<file path="src/rtl/mem_arbiter.sv">
// rtl/mem_arbiter.sv - two-port (instruction/data) arbiter in front of a single RAM port
//
// Purpose:
//    Serialises instruction reads and data reads/writes onto one RAM port.
//    Data requests normally have priority. In the first IDLE cycle after a
//    data transaction completes, a pending instruction request wins instead,
//    so a continuously busy data side cannot starve instruction fetch.
//    A RAM ERROR drops the FSM back to IDLE with wait held high. The
//    requester retries by keeping its request asserted.
//
// Optional feature:
//    MEM_ARBITER_TIMEOUT_EN - a watchdog aborts a request state after
//    TIMEOUT_CYCLES cycles without ACCESS/ERROR and sets the sticky timeout
//    flag. Without it, timeout is tied low and request states wait forever.
//
// Ports:
//    CLK        system clock, rising edge
//    RST        asynchronous active-high reset
//    iREN       instruction read request
//    iaddr      instruction word address
//    iwait      low only in the cycle the instruction read completes
//    iload      instruction read data, zero while iwait is high
//    dREN/dWEN  data read/write request (write wins when both are high)
//    daddr      data word address
//    dstore     data write value
//    dwait      low only in the cycle the data access completes
//    dload      data read data, zero while dwait is high or on writes
//    ramREN     RAM read enable
//    ramWEN     RAM write enable
//    ramaddr    RAM address
//    ramstore   RAM write data
//    ramload    RAM read data
//    ramstate   RAM status: 00 FREE, 01 BUSY, 10 ACCESS, 11 ERROR
//    timeout    sticky watchdog abort flag
module mem_arbiter #(
   parameter int TIMEOUT_CYCLES = 255
) (
   input  logic        CLK,
   input  logic        RST,
   input  logic        iREN,
   input  logic [31:0] iaddr,
   output logic        iwait,
   output logic [31:0] iload,
   input  logic        dREN,
   input  logic        dWEN,
   input  logic [31:0] daddr,
   input  logic [31:0] dstore,
   output logic        dwait,
   output logic [31:0] dload,
   output logic        ramREN,
   output logic        ramWEN,
   output logic [31:0] ramaddr,
   output logic [31:0] ramstore,
   input  logic [31:0] ramload,
   input  logic [1:0]  ramstate,
   output logic        timeout
);

   typedef enum logic [1:0] {
      IDLE = 2'b00,
      IREQ = 2'b01,
      DREQ = 2'b10
   } state_t;

   localparam logic [1:0] RAM_ACCESS = 2'b10;
   localparam logic [1:0] RAM_ERROR  = 2'b11;

   state_t      state;
   logic [31:0] lat_addr;
   logic [31:0] lat_store;
   logic        lat_ren;
   logic        lat_wen;
   // Set by a data completion; gives iREN priority for exactly one IDLE cycle.
   logic        ipri;

   logic        in_req;
   logic        ram_access;
   logic        ram_error;
   logic        wd_hit;
   logic        i_done;
   logic        d_done;

   assign in_req     = (state != IDLE);
   assign ram_access = (ramstate == RAM_ACCESS);
   assign ram_error  = (ramstate == RAM_ERROR);

`ifdef MEM_ARBITER_TIMEOUT_EN
   localparam int CW = $clog2(TIMEOUT_CYCLES + 1);

   logic [CW-1:0] wd_cnt;
   logic          timeout_r;

   // The hit fires on the TIMEOUT_CYCLES-th stalled request cycle, so the
   // FSM is already back in IDLE on the cycle after that one.
   assign wd_hit  = in_req && !ram_access && !ram_error &&
                    (wd_cnt == CW'(TIMEOUT_CYCLES - 1));
   assign timeout = timeout_r;

   always_ff @(posedge CLK or posedge RST) begin
      if (RST) begin
         wd_cnt    <= '0;
         timeout_r <= 1'b0;
      end else if (!in_req || ram_access || ram_error) begin
         wd_cnt <= '0;
      end else if (wd_hit) begin
         wd_cnt    <= '0;
         timeout_r <= 1'b1;
      end else begin
         wd_cnt <= wd_cnt + 1'b1;
      end
   end
`else
   logic unused_cfg;

   assign wd_hit     = 1'b0;
   assign timeout    = 1'b0;
   assign unused_cfg = |TIMEOUT_CYCLES;
`endif

   always_ff @(posedge CLK or posedge RST) begin
      if (RST) begin
         state     <= IDLE;
         lat_addr  <= '0;
         lat_store <= '0;
         lat_ren   <= 1'b0;
         lat_wen   <= 1'b0;
         ipri      <= 1'b0;
      end else begin
         case (state)
            IDLE: begin
               ipri <= 1'b0;
               if (iREN && (ipri || !(dREN || dWEN))) begin
                  state     <= IREQ;
                  lat_addr  <= iaddr;
                  lat_store <= '0;
                  lat_ren   <= 1'b1;
                  lat_wen   <= 1'b0;
               end else if (dREN || dWEN) begin
                  // A simultaneous read and write request is treated as a write.
                  state     <= DREQ;
                  lat_addr  <= daddr;
                  lat_store <= dstore;
                  lat_ren   <= !dWEN;
                  lat_wen   <= dWEN;
               end
            end
            IREQ, DREQ: begin
               if (ram_access) begin
                  state <= IDLE;
                  ipri  <= (state == DREQ);
               end else if (ram_error || wd_hit) begin
                  state <= IDLE;
               end
            end
            default: state <= IDLE;
         endcase
      end
   end

   // RAM side is driven purely from the latched request, so a requester that
   // drops or changes its inputs mid-transaction cannot disturb the access.
   assign ramREN   = in_req && lat_ren;
   assign ramWEN   = in_req && lat_wen;
   assign ramaddr  = in_req ? lat_addr  : '0;
   assign ramstore = in_req ? lat_store : '0;

   assign i_done = (state == IREQ) && ram_access;
   assign d_done = (state == DREQ) && ram_access;

   assign iwait = !i_done;
   assign iload = i_done ? ramload : '0;
   assign dwait = !d_done;
   assign dload = (d_done && !lat_wen) ? ramload : '0;

endmodule

</file>
<file path="config.mk">
export PLATFORM = sky130hd
export DESIGN_NAME = mem_arbiter
export DESIGN_NICKNAME = d
export VERILOG_FILES = /design/src/rtl/mem_arbiter.sv
export SDC_FILE = /design/constraint.sdc
export NUM_CORES = 1
export LEC_CHECK = 0
export ABC_AREA = 1
export CORE_MARGIN = 10
export CORE_UTILIZATION = 56
export DETAILED_ROUTE_END_ITERATION = 7
export DONT_BUFFER_PORTS = 1
export GPL_ROUTABILITY_DRIVEN = 0
export PLACE_DENSITY = 0.71
export SLEW_MARGIN = 10
export SYNTH_ARGS = -nofsm -noshare
export SYNTH_HDL_FRONTEND = slang
export SYNTH_SLANG_ARGS = --single-unit
</file>
<file path="constraint.sdc">
create_clock -name CLK -period 4.4 [get_ports CLK]
set_input_delay 0.44 -clock CLK [delete_from_list [all_inputs] [get_ports CLK]]
set_output_delay 0.44 -clock CLK [all_outputs]
set_load 0.05 [all_outputs]
</file>
==> summary.md, run 1 <==
| Metric | Value |
|---|---|
| Routing usage on met3 | 0.0665 |
| Vias | 4057 |
| Critical Path AT | 2440 ps |
| Sink Count | 69 |
| Max-slew violation count | 0 |
| RSZ-0062 raised after global routing | false |
| Initial antenna violation count | 0 |
| Global route hottest layer | met2 |
| Yosys warns | 0 |
| Vias in the first global route | 4058 |
| Total grt overflow | 0 |
| Die width | 108 µm |
| Initial Util | 0.587 |
| Worst VDD drop | 0.000449 V |
| Combinational power share | 0.620 |
| Die area | 11600 µm² |
| Nets@finish | 842 |
| Mapped Area | 4320 µm² |
| Area of the multi-input gates | 1690 µm² |
| Post-CTS Setup Inserts | 0 |
| CP max FO | 32 |
| Sequential Power Share | 0.262 |
| Clock root cell | clkbuf_8 |
| Max clock buf depth | 2 |
| FF-to-FF Start | state[0] |
| Skew-Pair Late Insertion Delay | 340 ps |
| Max-cap violations | 0 |
| Inserted Diodes | 0 |
| Synthesized netlist cell count | 666 |
| Status | finished clean |
| ANT nets after route | 0 |
| Final Setup Violations | 0 |
| Largest net degree at the start of global routing | 70 |
| Synth area leaders | dfrtp_1 (40%), inv_1 (14%), nand3_1 (11%) |
| Post-CTS sizing | 0 |
| Slew @ Worst Pin | 1150 ps |
| Synth Area in Simple Gates | 0.326 |
| Critical Path Start Type | flip-flop |
| Clock share of power | 0.117 |
| Post-synthesis mux area share | 0 |
| Post-Route WL | 13800 µm |
| H-tree levels | 3 |
| Layout area overhead | 13.0% |
| Commonest non-fill, non-tap cell in the layout | inv_1 |
| Port bufs | 0 |
| Leading area contributor after synthesis | dfrtp_1 |
| Critical path data required time | 3960 ps |
| Syn_nets | 805 |
| Setup crit end kind | output pin |
| Final setup TNS | 0 ps |
| Sw Ratio | 0.609 |
| Crit-path cells | inv_1 > ha_1 > nand3_1 > nor2_1 > buf_4 |
| Crit-path slowest cell | nand3_1 |
| GRT Total Usage | 0.224 |
| Setup crit start | state[0] |
| Design area | 4890 µm² |
| Max Fclk | 348 MHz |
| Crit Path Class | flip-flop to output pin |
| Core area | 7370 µm² |
| Post-synth top area share | 0.399 |
| Synth Area in XOR/XNOR | 0 |
| CTS Hold Bufs | 0 |
| Int Power | 1.59 mW |
| Min-Delay Path Class | input port to async pin |
| Routed WL per cell | 17.1 µm |
| # fillers | 672 |
| CTS tree | done |
| Sequential share of the synthesized area | 0.399 |
| Synth Area per Inst | 6.49 µm² |
| Compound-Gate Fraction of Synth Area | 0.0512 |
| Leak Pwr | 2.99 nW |
| Row cnt | 31 |
| Post-DP HPWL | 10700 µm |
| Synth Area in Adders | 0.0116 |
| Sw power | 2.48 mW |
| I/O Pins | 268 |
| First-pass GRT wire length | 21000 µm |
| CTS clock-pin slew for the worst setup and hold paths | 90 ps |
| Seq cells post-synth | 69 |
| Power Density | 834 nW/µm² |
| Most frequent cells in the layout | inv_1 (166), nor2_1 (131), nand2_1 (109) |
| Post-synth cell types | 19 |
| Vias per std cell | 5.03 |
| Clk_skew | 12.7 ps |
| Inserted Clock Buffers | 9 |
| Final hold vios | 0 |
| Rel. slew slack | 0.229 |
| Sequential standard cell area | 1730 µm² |
| Main combinational cell family by area after synthesis | simple AND/OR/NAND/NOR gates |
| Met2 Use GR | 0.385 |
| Share of post-route cells with drive strength above 1 | 0.133 |
| Number of remaining DRC errors | 0 |
| Final critical-path share of the clock period | 0.654 |
| CP max stage delay | 780 ps |
| Met1 Resource Use GR | 0.252 |
| 1st-pass router iterations | 5 |
| Minimum clock period | 2880 ps |
| 1st-iter DRT viols | 184 |
| DIE HEIGHT | 108 µm |
| DP Area | 4700 µm² |
-- cell usage after synthesis --
library cell  count
o21ai_2           1
nand2_2           1
clkbuf_1         12
nand2_1         109
a21oi_4           1
o21ai_4           1
nand3_1          99
inv_1           167
buf_4             2
nor2_2            1
o21ai_1          32
nor2_1          131
conb_1            1
buf_6            12
ha_1              4
o21ai_0           4
dfrtp_1          69
buf_2            16
inv_2             3
-- per-stage QoR --
step	cells	hold WS (ps)	util	total power [mW]	setup WS, ps
finish	807	231	0.663	4.07	1520
floorplan	666	449	-	3.33	2000
detailed placement	791	466	0.638	3.62	1640
CTS	807	235	0.662	4.11	1490
global route	807	248	0.663	4.35	1210
global placement	791	462	0.638	3.56	1760
-- worst max-delay path: cells and delay by family, from the launching register on --
kind / cells / cell delay (ps)
and+or+nand+nor: 2 / 1130
buffers and inverters: 2 / 380
DFF: 1 / 410
adders and majority gates: 1 / 180
-- power by group through the flow --
stage          sequential (mW)  clock, mW  combinational [mW]
3_3_place_gp              1.07          0                2.49
4_1_cts                   1.07      0.492                2.55
2_1_floorplan             1.04          0                2.29
5_1_grt                   1.10      0.520                2.73
3_5_place_dp              1.08          0                2.54
6_report                  1.07      0.478                2.53
-- flip-flops by register name (all words and copies together), names as in the netlist --
name       cells
lat_wen        1
lat_addr      32
ipri           1
state          2
lat_ren        1
lat_store     32
-- per-layer routing --
metal	vias to the layer above	wire, µm
met4	0	365
met1	1846	5390
met2	181	6920
met5	-	0
li1	2009	-
met3	21	1120
-- cell type report --
| class | count | area share |
|---|---|---|
| clock inverter | 6 | 0.00947 |
| multi-input combinational | 385 | 0.346 |
| clock buffer | 10 | 0.0282 |
| inverter | 170 | 0.131 |
| timing repair buffer | 68 | 0.107 |
| tap | 99 | 0.0253 |
| sequential | 69 | 0.353 |
-- logic make-up (layout without fill, tap and decap cells) --
kind of cell / count (synthesis) / after routing
fa+ha+maj: 4 / 4
flops: 69 / 69
simple gates: 341 / 341
compound gates: 39 / 39
other cells: 1 / 1
buf+inv: 212 / 254
-- worst paths after layout --
check	slack, ps	endpoint	depth (start not counted)
min reg2reg	490	lat_addr[6]	2
max reg2reg	1650	lat_addr[24]	7
max	1520	dload[20]	5
min in group CLK	250	lat_store[18]	2
max in group asynchronous	3600	lat_store[6]	2
min	230	lat_addr[23]	2
No activity file was read; power rests on OpenSTA's default activity.
==> run 2: changes to the inputs <==
--- a/config.mk
+++ b/config.mk
@@ -11,7 +11,7 @@
 export DETAILED_ROUTE_END_ITERATION = 7
 export DONT_BUFFER_PORTS = 1
 export GPL_ROUTABILITY_DRIVEN = 0
-export PLACE_DENSITY = 0.71
+export PLACE_DENSITY = 0.74
 export SLEW_MARGIN = 10
 export SYNTH_ARGS = -nofsm -noshare
 export SYNTH_HDL_FRONTEND = slang
==> constraint.sdc (replaced) <==
create_clock -name CLK -period 2.48 [get_ports CLK]
set_input_delay 0.248 -clock CLK [delete_from_list [all_inputs] [get_ports CLK]]
set_output_delay 0.248 -clock CLK [all_outputs]
set_load 0.05 [all_outputs]
==> summary.md, run 2 (same netlist as run 1, synthesis figures left out) <==
| Metric | Value |
|---|---|
| Die area | 11600 µm² (unchanged) |
| 1st-iter DRT viols | 204 (was 184) |
| Port bufs | 0 (unchanged) |
| Initial antenna violation count | 0 (unchanged) |
| Final hold vios | 0 (unchanged) |
| RSZ-0062 raised after global routing | false (unchanged) |
| Max Fclk | 485 MHz |
| Row cnt | 31 (unchanged) |
| Vias in the first global route | 4325 (was 4058) |
| Met1 Resource Use GR | 0.269 (was 0.252) |
| CP max FO | 32 (unchanged) |
| CTS clock-pin slew for the worst setup and hold paths | 80 ps (was 90 ps) |
| Vias | 4391 (was 4057) |
| Worst setup margin | 419 ps (was 1520 ps) |
| Share of post-route cells with drive strength above 1 | 0.211 (was 0.133) |
| Final Power | 8.08 mW (was 4.07 mW) |
| Routed WL per cell | 16.5 µm (was 17.1 µm) |
| I/O Pins | 268 (unchanged) |
| Largest net degree at the start of global routing | 78 (was 70) |
| Max clock buf depth | 2 (unchanged) |
| Hold depth | 2 |
| Post-CTS sizing | 0 (unchanged) |
| GRT Total Usage | 0.237 (was 0.224) |
| ANT nets after route | 0 (unchanged) |
| CTS tree | done (unchanged) |
| Crit Path Class | flip-flop to output pin (unchanged) |
| CTS Hold Bufs | 1 (was 0) |
| Inserted Diodes | 0 (unchanged) |
| DIE HEIGHT | 108 µm (unchanged) |
| Max-slew violation count | 0 (unchanged) |
| Clk_skew | 13.1 ps (was 12.7 ps) |
| Routing usage on met3 | 0.0587 (was 0.0665) |
| Clock root cell | clkbuf_8 (unchanged) |
| Number of remaining DRC errors | 0 (unchanged) |
| H-tree levels | 3 (unchanged) |
| Top flop regs | lat_addr: 32 flops, lat_store: 32 flops, state: 2 flops (unchanged) |
| Rel. slew slack | 0.443 (was 0.229) |
| R2R depth | 7 (unchanged) |
| Nets@finish | 915 (was 842) |
| Post-Route WL | 14500 µm (was 13800 µm) |
| Initial Util | 0.587 (unchanged) |
| Combinational power share | 0.651 (was 0.620) |
| Hold EP | lat_store[19] |
| Die width | 108 µm (unchanged) |
| Sink Count | 69 (unchanged) |
| Critical path data required time | 2230 ps (was 3960 ps) |
| Sequential standard cell area | 1730 µm² (unchanged) |
| Critical Path AT | 1810 ps (was 2440 ps) |
| R2r endpoint | lat_store[7] (was lat_addr[24]) |
| Post-CTS Setup Inserts | 0 (unchanged) |
| Setup crit end kind | output pin (unchanged) |
| Most frequent cells in the layout | inv_1 (166), buf_4 (139), nor2_1 (131) (was inv_1 (166), nor2_1 (131), nand2_1 (109)) |
| Min-Delay Path Class | input port to flip-flop (was input port to async pin) |
| Max-cap violations | 0 (unchanged) |
| Worst slack, placed | 795 ps (was 1640 ps) |
| Total grt overflow | 0 (unchanged) |
| Int Power | 3.54 mW (was 1.59 mW) |
| Layout area overhead | 26.0% (was 13.0%) |
| Core area | 7370 µm² (unchanged) |
| Skew-Pair Late Insertion Delay | 340 ps (about the same) |
| Commonest non-fill, non-tap cell in the layout | inv_1 (unchanged) |
| Critical Path Start Type | flip-flop (unchanged) |
| First-pass GRT wire length | 22300 µm (was 21000 µm) |
| Sw power | 4.53 mW (was 2.48 mW) |
| Vias per std cell | 4.99 (was 5.03) |
| Power Density | 1480 nW/µm² (was 834 nW/µm²) |
| Final setup TNS | 0 ps (unchanged) |
| Clock share of power | 0.113 (was 0.117) |
| 1st-pass router iterations | 5 (unchanged) |
| Sw Ratio | 0.561 (was 0.609) |
| Final critical-path share of the clock period | 0.831 |
| Sequential Power Share | 0.236 (was 0.262) |
| FF-to-FF Start | state[0] (unchanged) |
| Reg2Reg Setup Slack | 840 ps (was 1650 ps) |
| Inserted Clock Buffers | 9 (unchanged) |
| Status | finished clean (unchanged) |
| Worst VDD drop | 0.000931 V (was 0.000449 V) |
| Minimum clock period | 2060 ps |
| Global route hottest layer | met2 (unchanged) |
| Area of the multi-input gates | 1690 µm² (about the same) |
| Met2 Use GR | 0.411 (was 0.385) |
| # fillers | 605 (was 672) |
| Final Setup Violations | 0 (unchanged) |
| Post-DP HPWL | 11500 µm (was 10700 µm) |
| Leak Pwr | 3.37 nW (was 2.99 nW) |
| Worst hold start | dstore[19] |
| Slew @ Worst Pin | 833 ps (was 1150 ps) |
-- run 2: changes by cell type in the layout (fill, tap and decap cells not counted) --
cell           previous run  this run
nand2_2                   0         1
bufinv_16                 0         1
clkbuf_1                  0         1
buf_4                    67       139
dlygate4sd3_1             0         1
clkinv_2                  2         1
nand2_4                   1         0
clkbuf_8                 10         9
-- run 2: power groups by stage --
stage	Sequential [mW]	Combinational [mW]	Clock (mW)
after floorplan	1.85	4.06	0
after global placement	1.89	5.16	0
after detailed placement	1.92	5.27	0
after CTS	1.90	5.29	0.941
after global routing	1.96	5.68	0.981
final	1.90	5.26	0.912
-- run 2: worst max-delay path by stage --
stage,cells past startpoint,from,end,slack [ps]
after floorplan,5,state[1],iload[22],350
after detailed placement,5,state[0],ramaddr[25],790
after global placement,5,dWEN,lat_store[7],840
after CTS,6,state[1],iload[2],420
final,6,state[0],dload[8],420
after global routing,6,state[1],iload[2],310
-- run 2: routing by layer --
layer,share of wire,up-vias
met5,0,-
met4,0.029,0
met3,0.079,31
met2,0.51,218
met1,0.38,1987
li1,-,2155
-- run 2: critical path, stage by stage, from the launching register on --
cell and delay [ps]:
dfrtp_1 400, inv_1 120, ha_1 180, nand3_1 80, buf_4 240, nor2_1 220, buf_4 240
-- run 2: final cells by class --
cell class,count,share of cell area
Inverter,170,0.117
Clock buffer,10,0.0234
Clock inverter,6,0.0131
Timing Repair Buffer,141,0.197
Multi-Input combinational cell,385,0.310
Tap cell,99,0.0227
Sequential cell,69,0.317
-- run 2: stage by stage --
step           instance area [µm²]  utilization  instances  hold WS (ps)
6_report                      5450        0.739        880          54.8
5_1_grt                       5450        0.739        880          47.3
4_1_cts                       5450        0.739        880          38.1
3_5_place_dp                  5240        0.711        863         0.535
3_3_place_gp                  5240        0.711        863         -2.75
2_1_floorplan                 4320            -        666           397
